## src/rtl/display_pkg.sv

```systemverilog
// Shared types for the serialized-pixel capture path: FSM states,
// component/pixel widths and the reassembled pixel layout.
package display_pkg;

  localparam int PIX_W  = 24;
  localparam int COMP_W = 8;

  typedef enum logic [2:0] {
    IDLE     = 3'd0,
    WAIT_VB  = 3'd1,
    VBLANK   = 3'd2,
    HBLANK   = 3'd3,
    CAP_R    = 3'd4,
    CAP_G    = 3'd5,
    CAP_B    = 3'd6,
    LINE_END = 3'd7
  } cap_state_e;

  typedef struct packed {
    logic [COMP_W-1:0] r;
    logic [COMP_W-1:0] g;
    logic [COMP_W-1:0] b;
  } pixel_t;

endpackage

```

## src/rtl/display_capture_pixel_assembler.sv

```systemverilog
// Three-slot component latch: holds R and G, presents {R,G,B} with B taken
// straight from the input so the caller can register it on the B slot.
module pixel_assembler
  import display_pkg::*;
(
  input  logic              clk,
  input  logic              reset,
  input  logic              clr,
  input  logic              lat_r,
  input  logic              lat_g,
  input  logic              lat_b,
  input  logic [COMP_W-1:0] comp,
  output pixel_t            pixel,
  output logic              valid
);

  logic [COMP_W-1:0] r_q;
  logic [COMP_W-1:0] g_q;
  logic              have_r_q;
  logic              have_g_q;

  always_ff @(posedge clk or posedge reset) begin
    if (reset) begin
      r_q      <= '0;
      g_q      <= '0;
      have_r_q <= 1'b0;
      have_g_q <= 1'b0;
    end else if (clr) begin
      have_r_q <= 1'b0;
      have_g_q <= 1'b0;
    end else begin
      if (lat_r) begin
        r_q      <= comp;
        have_r_q <= 1'b1;
        have_g_q <= 1'b0;
      end
      if (lat_g) begin
        g_q      <= comp;
        have_g_q <= have_r_q;
      end
      if (lat_b) begin
        have_r_q <= 1'b0;
        have_g_q <= 1'b0;
      end
    end
  end

  // Valid only when a complete R,G pair precedes this B slot.
  assign pixel = '{r: r_q, g: g_q, b: comp};
  assign valid = lat_b & have_g_q;

endmodule

```

## src/rtl/display_capture.sv

```systemverilog
// Capture FSM for the R,G,B serialized pixel stream: reassembles pixels,
// writes them with a linear address and flags phase/geometry errors.
module display_capture
  import display_pkg::*;
#(
  parameter int ACT_PX    = 640,
  parameter int ACT_LINES = 480,
  parameter int ADDR_W    = 19
) (
  input  logic              clk,
  input  logic              reset,
  input  logic              en,
  input  logic              sync_vb,
  input  logic              sync_hb,
  input  logic              blank,
  input  logic [COMP_W-1:0] data_in,
  input  logic              err_clr,
  output logic              pix_we,
  output logic [ADDR_W-1:0] pix_addr,
  output logic [PIX_W-1:0]  pix_data,
  output logic              line_done,
  output logic              frame_done,
  output logic              err_phase,
  output logic              err_geom,
  output logic [9:0]        line_cnt
);

  localparam int              PX_W    = $clog2(ACT_PX + 2);
  localparam logic [PX_W-1:0] PX_FULL = PX_W'(ACT_PX);
  localparam logic [PX_W-1:0] PX_MAX  = PX_W'(ACT_PX + 1);
  localparam logic [9:0]      LINES   = 10'(ACT_LINES);

  cap_state_e        state_q, state_d;
  logic [PX_W-1:0]   px_q, px_d;
  logic [9:0]        line_q, line_d;
  logic [ADDR_W-1:0] addr_q, addr_d;
  logic [ADDR_W-1:0] pix_addr_q, pix_addr_d;
  logic [PIX_W-1:0]  pix_data_q, pix_data_d;
  logic              pix_we_q, pix_we_d;
  logic              line_done_q, line_done_d;
  logic              frame_done_q, frame_done_d;
  logic              err_phase_q, err_phase_d;
  logic              err_geom_q, err_geom_d;

  logic              lat_r, lat_g, lat_b, asm_clr, asm_valid;
  pixel_t            asm_pixel;
  logic              in_cap, end_slot, phase_err, geom_err;
  logic [9:0]        line_inc;

  pixel_assembler u_asm (
    .clk   (clk),
    .reset (reset),
    .clr   (asm_clr),
    .lat_r (lat_r),
    .lat_g (lat_g),
    .lat_b (lat_b),
    .comp  (data_in),
    .pixel (asm_pixel),
    .valid (asm_valid)
  );

  always_comb begin
    state_d      = state_q;
    px_d         = px_q;
    line_d       = line_q;
    addr_d       = addr_q;
    pix_addr_d   = pix_addr_q;
    pix_data_d   = pix_data_q;
    pix_we_d     = 1'b0;
    line_done_d  = 1'b0;
    frame_done_d = 1'b0;
    lat_r        = 1'b0;
    lat_g        = 1'b0;
    lat_b        = 1'b0;
    asm_clr      = 1'b0;
    phase_err    = 1'b0;
    geom_err     = 1'b0;
    in_cap       = (state_q == CAP_R) || (state_q == CAP_G) || (state_q == CAP_B);
    end_slot     = blank | sync_hb | sync_vb;
    line_inc     = (line_q == 10'h3FF) ? line_q : line_q + 10'd1;

    if (!en) begin
      state_d = IDLE;
      px_d    = '0;
      line_d  = '0;
      addr_d  = '0;
      asm_clr = 1'b1;
    end else begin
      case (state_q)
        IDLE:     state_d = WAIT_VB;
        WAIT_VB:  state_d = WAIT_VB;
        VBLANK, LINE_END: begin
          if (sync_hb) state_d = HBLANK;
        end
        HBLANK: begin
          if (!end_slot) begin
            lat_r   = 1'b1;
            state_d = CAP_G;
          end
        end
        CAP_R: begin
          if (!end_slot) begin
            lat_r   = 1'b1;
            state_d = CAP_G;
          end
        end
        CAP_G: begin
          if (!end_slot) begin
            lat_g   = 1'b1;
            state_d = CAP_B;
          end
        end
        CAP_B: begin
          if (!end_slot) begin
            lat_b   = 1'b1;
            state_d = CAP_R;
            px_d    = (px_q == PX_MAX) ? px_q : px_q + PX_W'(1);
            if (asm_valid && px_q < PX_FULL && line_q < LINES) begin
              pix_we_d   = 1'b1;
              pix_addr_d = addr_q;
              pix_data_d = asm_pixel;
              addr_d     = addr_q + ADDR_W'(1);
            end else begin
              geom_err = 1'b1;
            end
          end
        end
        default: state_d = IDLE;
      endcase

      // Any marker or blank inside a pixel run terminates the line.
      if (in_cap && end_slot) begin
        phase_err    = (state_q != CAP_R);
        geom_err     = (px_q != PX_FULL);
        asm_clr      = 1'b1;
        line_done_d  = 1'b1;
        line_d       = line_inc;
        frame_done_d = (line_inc == LINES);
        px_d         = '0;
        state_d      = sync_hb ? HBLANK : LINE_END;
      end

      // Frame restart; a line ended by this same slot has already been counted.
      if (sync_vb && state_q != IDLE) begin
        if (line_d != 10'd0 && line_d < LINES) geom_err = 1'b1;
        line_d  = '0;
        px_d    = '0;
        addr_d  = '0;
        asm_clr = 1'b1;
        state_d = sync_hb ? HBLANK : VBLANK;
      end
    end

    err_phase_d = (err_phase_q & ~err_clr) | phase_err;
    err_geom_d  = (err_geom_q & ~err_clr) | geom_err;
  end

  always_ff @(posedge clk or posedge reset) begin
    if (reset) begin
      state_q      <= IDLE;
      px_q         <= '0;
      line_q       <= '0;
      addr_q       <= '0;
      pix_addr_q   <= '0;
      pix_data_q   <= '0;
      pix_we_q     <= 1'b0;
      line_done_q  <= 1'b0;
      frame_done_q <= 1'b0;
      err_phase_q  <= 1'b0;
      err_geom_q   <= 1'b0;
    end else begin
      state_q      <= state_d;
      px_q         <= px_d;
      line_q       <= line_d;
      addr_q       <= addr_d;
      pix_addr_q   <= pix_addr_d;
      pix_data_q   <= pix_data_d;
      pix_we_q     <= pix_we_d;
      line_done_q  <= line_done_d;
      frame_done_q <= frame_done_d;
      err_phase_q  <= err_phase_d;
      err_geom_q   <= err_geom_d;
    end
  end

  assign pix_we     = pix_we_q;
  assign pix_addr   = pix_addr_q;
  assign pix_data   = pix_data_q;
  assign line_done  = line_done_q;
  assign frame_done = frame_done_q;
  assign err_phase  = err_phase_q;
  assign err_geom   = err_geom_q;
  assign line_cnt   = line_q;

endmodule

```

## config.mk

```make
export PLATFORM = sky130hd
export DESIGN_NAME = display_capture
export DESIGN_NICKNAME = d
export VERILOG_FILES = /design/src/rtl/display_pkg.sv /design/src/rtl/display_capture_pixel_assembler.sv /design/src/rtl/display_capture.sv
export SDC_FILE = /design/constraint.sdc
export NUM_CORES = 1
export LEC_CHECK = 0
export ABC_AREA = 1
export CORE_ASPECT_RATIO = 1.1
export CORE_UTILIZATION = 49
export CTS_CLUSTER_SIZE = 10
export DETAILED_ROUTE_END_ITERATION = 8
export PLACE_DENSITY = 0.77
export SYNTH_ARGS = -nofsm -noshare
export SYNTH_HDL_FRONTEND = slang
export SYNTH_HIERARCHICAL = 1
export SYNTH_SLANG_ARGS = --single-unit
```

## constraint.sdc

```tcl
create_clock -name clk -period 3.7 [get_ports clk]
set_input_delay 0.37 -clock clk [delete_from_list [all_inputs] [get_ports clk]]
set_output_delay 0.37 -clock clk [all_outputs]
set_load 0.005 [all_outputs]
```

# Word level (Yosys, flattened, before mapping)
# Cells that the tools add are included.
# classes
n_mux	59
eq_ne	22
n_lt_le_gt_ge	3
reduce_logical	21
n_bitwise	10
add_sub_neg	3
# op_table
operator	n
$mux 10	11
$mux 19	5
$mux 1	34
$mux 3	8
$add 10x1->10 const B	2
$eq 10x10->1 const B	2
$lt 10x9->1 const B	2
$add 19x1->19 const B	1
$ne 5x3->1 const B	3
$pmux 3 s5	1
$eq 3x3->1 const B	4
$eq 10x9->1 const B	1
$lt 10x10->1 const B	1
$ne 10x10->1 const B	1
$reduce_bool 10->1	1
$ne 4x2->1 const B	2
$reduce_and 4->1	2
$eq 3x2->1 const B	2
$ne 3x1->1 const B	2
$reduce_and 3->1	2
$reduce_bool 3->1	2
$reduce_or 2->1	3
$logic_and 1x1->1	5
$ne 5x5->1 const B	1
11 further kinds	20
# word_totals
output_inout_bits	58
ff_bits	108
in_bits	15

# Depth between registers and ports, before layout
# logic_depth
depth_word	16
depth_mapped	18
depth_no_buf	17

# Hierarchy
# The synthesis kept the hierarchy.
# modules_own_cells
mod	area_each_um2	instances	cells_each	seq_area_each_um2
display_capture	4471.8	1	575	2252.2
pixel_assembler	845.8	1	82	450.4

# Worst setup path after synthesis
# Ideal clock, no wire load.
# synth_timing
kind	input -> register
startpoint	in sync_vb
endpoint	reg pix_data_q[0] (netlist: pix_data[0])
setup_time_ns	0.116
arrival_ns	2.095
cell_stages	17
n_path_buf	2
path_slack_ns	1.489
cell_sequence	or2_1 nor2_4 nand2_4 nor2_1 nand2_1 inv_1 nand3_1 nor2_1 nand2_1 nor2_8 inv_4 nor2_4 inv_2 buf_6 buf_6 nand2_1 nand2_1
# synth_via
elab_chain_cells	8
elab_cells_between_ends	9
classes_between	mux (3); bitwise (3); reduce/logical (3)
# synth_rtl
item	line	source
start, declared	display_capture.sv:13	input logic sync_vb,
$or 1x1->1	display_capture.sv:79	end_slot = blank | sync_hb | sync_vb;
$mux 1	display_capture.sv:114	if (!end_slot) begin
$mux 1	display_capture.sv:89	case (state_q)
$mux 1	display_capture.sv:82	if (!en) begin
net lat_b	display_capture.sv:45	logic lat_r, lat_g, lat_b, asm_clr, asm_valid;
$and 1x1->1	display_capture_pixel_assembler.sv:50	assign valid = lat_b & have_g_q;
net asm_valid	display_capture.sv:45	
$logic_and 1x1->1 (2 in series)	display_capture.sv:118	if (asm_valid && px_q < PX_FULL && line_q < LINES) begin
$reduce_and 4->1 (no line)	--	
end signal, assigned	display_capture.sv:177	pix_data_q <= pix_data_d;
end, declared	display_capture.sv:38	logic [PIX_W-1:0] pix_data_q, pix_data_d;
# The timed path passes the listed nets, and every way through them passes these cells.
# A chain may end at the register's enable or synchronous reset.

# Worst setup path in the final report
# layout_timing
startpoint	in sync_hb
endpoint	reg pix_addr_q[9] (netlist: pix_addr[9])
# layout_via
elab_chain_cells	9
elab_cells_between_ends	10
classes_between	mux (3); bitwise (4); reduce/logical (3)
# layout_rtl
item	line	source
start, declared	display_capture.sv:14	input logic sync_hb,
$or 1x1->1 (2 in series)	display_capture.sv:79	
$mux 1	display_capture.sv:114	
$mux 1	display_capture.sv:89	
$mux 1	display_capture.sv:82	
net lat_b	display_capture.sv:45	
$and 1x1->1	display_capture_pixel_assembler.sv:50	
net asm_valid	display_capture.sv:45	
$logic_and 1x1->1 (2 in series)	display_capture.sv:118	
$reduce_and 4->1 (no line)	--	
end signal, assigned	display_capture.sv:176	pix_addr_q <= pix_addr_d;
end, declared	display_capture.sv:37	logic [ADDR_W-1:0] pix_addr_q, pix_addr_d;
# The timed path passes the listed nets, and every way through them passes these cells.

==> flow_summary.yaml <==
outcome:
  status: "completed"
job:
  cap_violations: 0
global_routing:
  grt_max_degree: 60
  grt_pass1_wl_mm: 20.57
  grt_usage_pct: 23.16
  antenna_found_initial: 0
  grt_pass1_vias: 4542
  grt-ovfl-total: 0
logic_synthesis:
  avgSynthCellArea_um2: 8.094
  synth_compound_area_share_pct: 10.64
  synth_adder_area_share_pct: 1.176
  synth_top_family_by_area: "simple AND/OR/NAND/NOR gates"
  synth_cells: 657
  ys_warn_count: 6
  synthSimpleGateAreaFrac_pct: 27.95
  synth_seq_cells: 108
  ys_types: 37
  synth.mux.area_fraction_pct: 0
  yosysSeqAreaShare_pct: 50.82
  synth_xor_area_share_pct: 0.8235
  synth_nets: 677
  syn_area_um2: 5318
critical_path:
  ff2ff_setup_slack_ps: 1080
  crit_path_start_kind: "input pin"
  worstPathMaxFanout: 59
  slowest_stage: "clkdlybuf4s50_1"
  cp.required_ps: 3890
  cp.arrival_ps: 2930
  r2r_start: "state_q[0]$_DFFE_PP0P_"
  path_cells: "clkdlybuf4s50_1 > or2_1 > nor2_4 > nand2_4 > nor2_1 > nand2_1 > inv_1 > nand3_1 > nor2_1 > nand2_1 > nor2_8 > inv_4 > nor2_4 > inv_2 > nand2_1 > o21ai_0"
  crit_type: "in -> reg"
  cp_num_buf_inv: 4
  startpoint: "sync_hb"
  max_stage_delay_ps: 460
  cp_common_cell: "nand2_1"
  critPathTopFamily: "simple AND/OR/NAND/NOR gates"
  setup.worst_path.end_class: "flop"
pwr:
  clock_power_share_pct: 38.4
  combPwrFrac_pct: 9.8
  internal_power_mw: 1.769
  power_density_nw_per_um2: 373.6
  swShare_pct: 25.77
  p_leak_nw: 3.079
  p_switching_mw: 0.6142
  ir_worst_vdd_v: 0.0001969
  p_seq_share_pct: 51.8
clock_tree:
  cts_setup_buffers: 0
  cts_buffers: 9
  cts_htree_levels: 3
  clk_pin_slew_ps: 70
  tritoncts: "built"
  postCtsHoldBufs: 0
  worstSkewPairLatency_ps: 350
  cts-root-buf: "clkbuf_16"
  cts.sinks: 108
  cts_resized: 0
  cts_buffer_depth: 2
floorplan:
  die_h_um: 111.3
  die_area_um2: 11270
  die_w_um: 101.3
  core-area_um2: 10490
  num_rows: 39
  top_level_ports: 73
  initial_utilization_pct: 50.69
cells_and_area:
  nFillCells: 923
  final_common_cell: "nand2_1"
  layout-drive-gt1-share_pct: 8.000
  multi_input_area_um2: 2158
  fin_nets: 741
  ff_latch_area_um2: 2703
  antenna_cells: 0
  layout_common_cells: "nand2_1 (225), dfrtp_1 (108), inv_1 (73), clkdlybuf4s50_1 (72), nor2_1 (43)"
  syn2layout_area_growth_pct: 19.98
routing:
  vias: 4509
  vias_per_cell: 5.195
  drt_iter0_drc: 214
  highest_layer: "met4"
  dr.pass1.iters: 5
  wl_met3_um: 517
  totalWireLength_mm: 12.06
  drtAntennaViolNets: 0
  drc: 0
  wirelength_met1_mm: 5.321
  wl_per_cell_um: 13.90
  routed-wl-met2_mm: 5.977
sta:
  fin_crit_ps: 2740
  fin_tns_setup_ps: 0
  hold_viol: 0
  setup_viol: 0
  clock_skew_ps: 8.263
  rsz0062_at_grt: "no"
  fmax_ghz: 0.3649
  relSlewSlack_pct: 42.40
  slew_violations: 0
  worst_pin_slew_ps: 864.0
  hold_slack_ps: 447.6
  period_share_pct: 74.06
worst_hold_path:
  worst_hold_path_type: "in -> async"
place:
  placement.io_buffers: 72
  gp_congestion: 0.8972
  hpwlAfterDp_mm: 8.659
## final cells by class
type	instances	share of cell area, %
repair buffers	77	12.08
inverters	77	4.589
multi-input cells	448	33.83
well taps	143	2.804
clock inverters	5	0.5884
clock buffers	10	3.746
flip-flops and latches	108	42.36
## state kept, by name, indices dropped and copies added (netlist names), 3 cells and up
signal / count
pix_data: 24
addr_q: 19
pix_addr: 19
line_cnt: 10
px_q: 10
u_asm/g_q: 8
u_asm/r_q: 8
state_q: 3
## worst register-to-register path: cells and delay by family, from the launching register on
| family | cells | cell delay [ps] |
|---|---|---|
| buf+inv | 4 | 540 |
| flops | 1 | 390 |
| compound gates | 1 | 90 |
| simple gates | 11 | 1460 |
## worst paths after layout
check                                      endpoint  cells past startpoint
max in group asynchronous     addr_q[7]$_DFFE_PP0P_                      3
hold reg to reg            pix_addr[14]$_DFFE_PP0P_                      2
hold / removal             pix_data[15]$_DFFE_PP0P_                      2
setup reg to reg            pix_addr[9]$_DFFE_PP0P_                     16
setup / recovery            pix_addr[9]$_DFFE_PP0P_                     16
min in group clk           pix_addr[14]$_DFFE_PP0P_                      2
## kinds of logic after synthesis
| logic type | count (synthesis) |
|---|---|
| xor+xnor | 5 |
| simple gates | 345 |
| fa+ha+maj | 5 |
| flops | 108 |
| compound gates | 93 |
| buf+inv | 101 |
## metal layers
layer  up-vias  track usage, %
met2       109           38.91
met4         0           10.24
met3        18           3.720
li1       2205               -
met1      2177           29.13
met5         -               0
## cells in the mapped netlist (all sizes together)
cell / n / area share (%)
nand2: 232 / 17
dfrtp: 108 / 51
inv: 77 / 5.5
o21ai: 60 / 6.8
nor2: 50 / 4.3
nand3: 30 / 3.1
buf: 22 / 3.0
a21oi: 19 / 1.8
nor3: 16 / 1.5
nand4: 8 / 0.94
ha: 5 / 1.2
nor4: 5 / 0.59
a31oi: 4 / 0.47
xor2: 4 / 0.66
a211oi: 3 / 0.42
o21a: 3 / 0.42
clkbuf: 2 / 0.14
nor3b: 2 / 0.28
a21boi: 1 / 0.14
a221oi: 1 / 0.16
a311oi: 1 / 0.16
and3: 1 / 0.12
o221a: 1 / 0.21
or2: 1 / 0.12
xnor2: 1 / 0.16
## per-stage QoR
stage	instances	instance area, µm²	worst slack (ps)	utilization (%)	power (mW)
2_1_floorplan	657	5318	994.7	-	1.409
3_3_place_gp	853	6103	754.5	58.18	1.480
3_5_place_dp	853	6103	592.7	58.18	1.493
6_report	868	6380	959.7	60.81	2.384
5_1_grt	868	6380	696.1	60.81	2.472
4_1_cts	868	6380	963.7	60.81	2.397
## power groups by stage
stage / logic, mW / registers, mW / clock network [mW]
finish: 0.234 / 1.24 / 0.914
global route: 0.263 / 1.24 / 0.970
CTS: 0.235 / 1.24 / 0.927
detailed placement: 0.234 / 1.26 / 0
global placement: 0.225 / 1.26 / 0
floorplan: 0.156 / 1.25 / 0
Power figures use the tool's default switching activity.
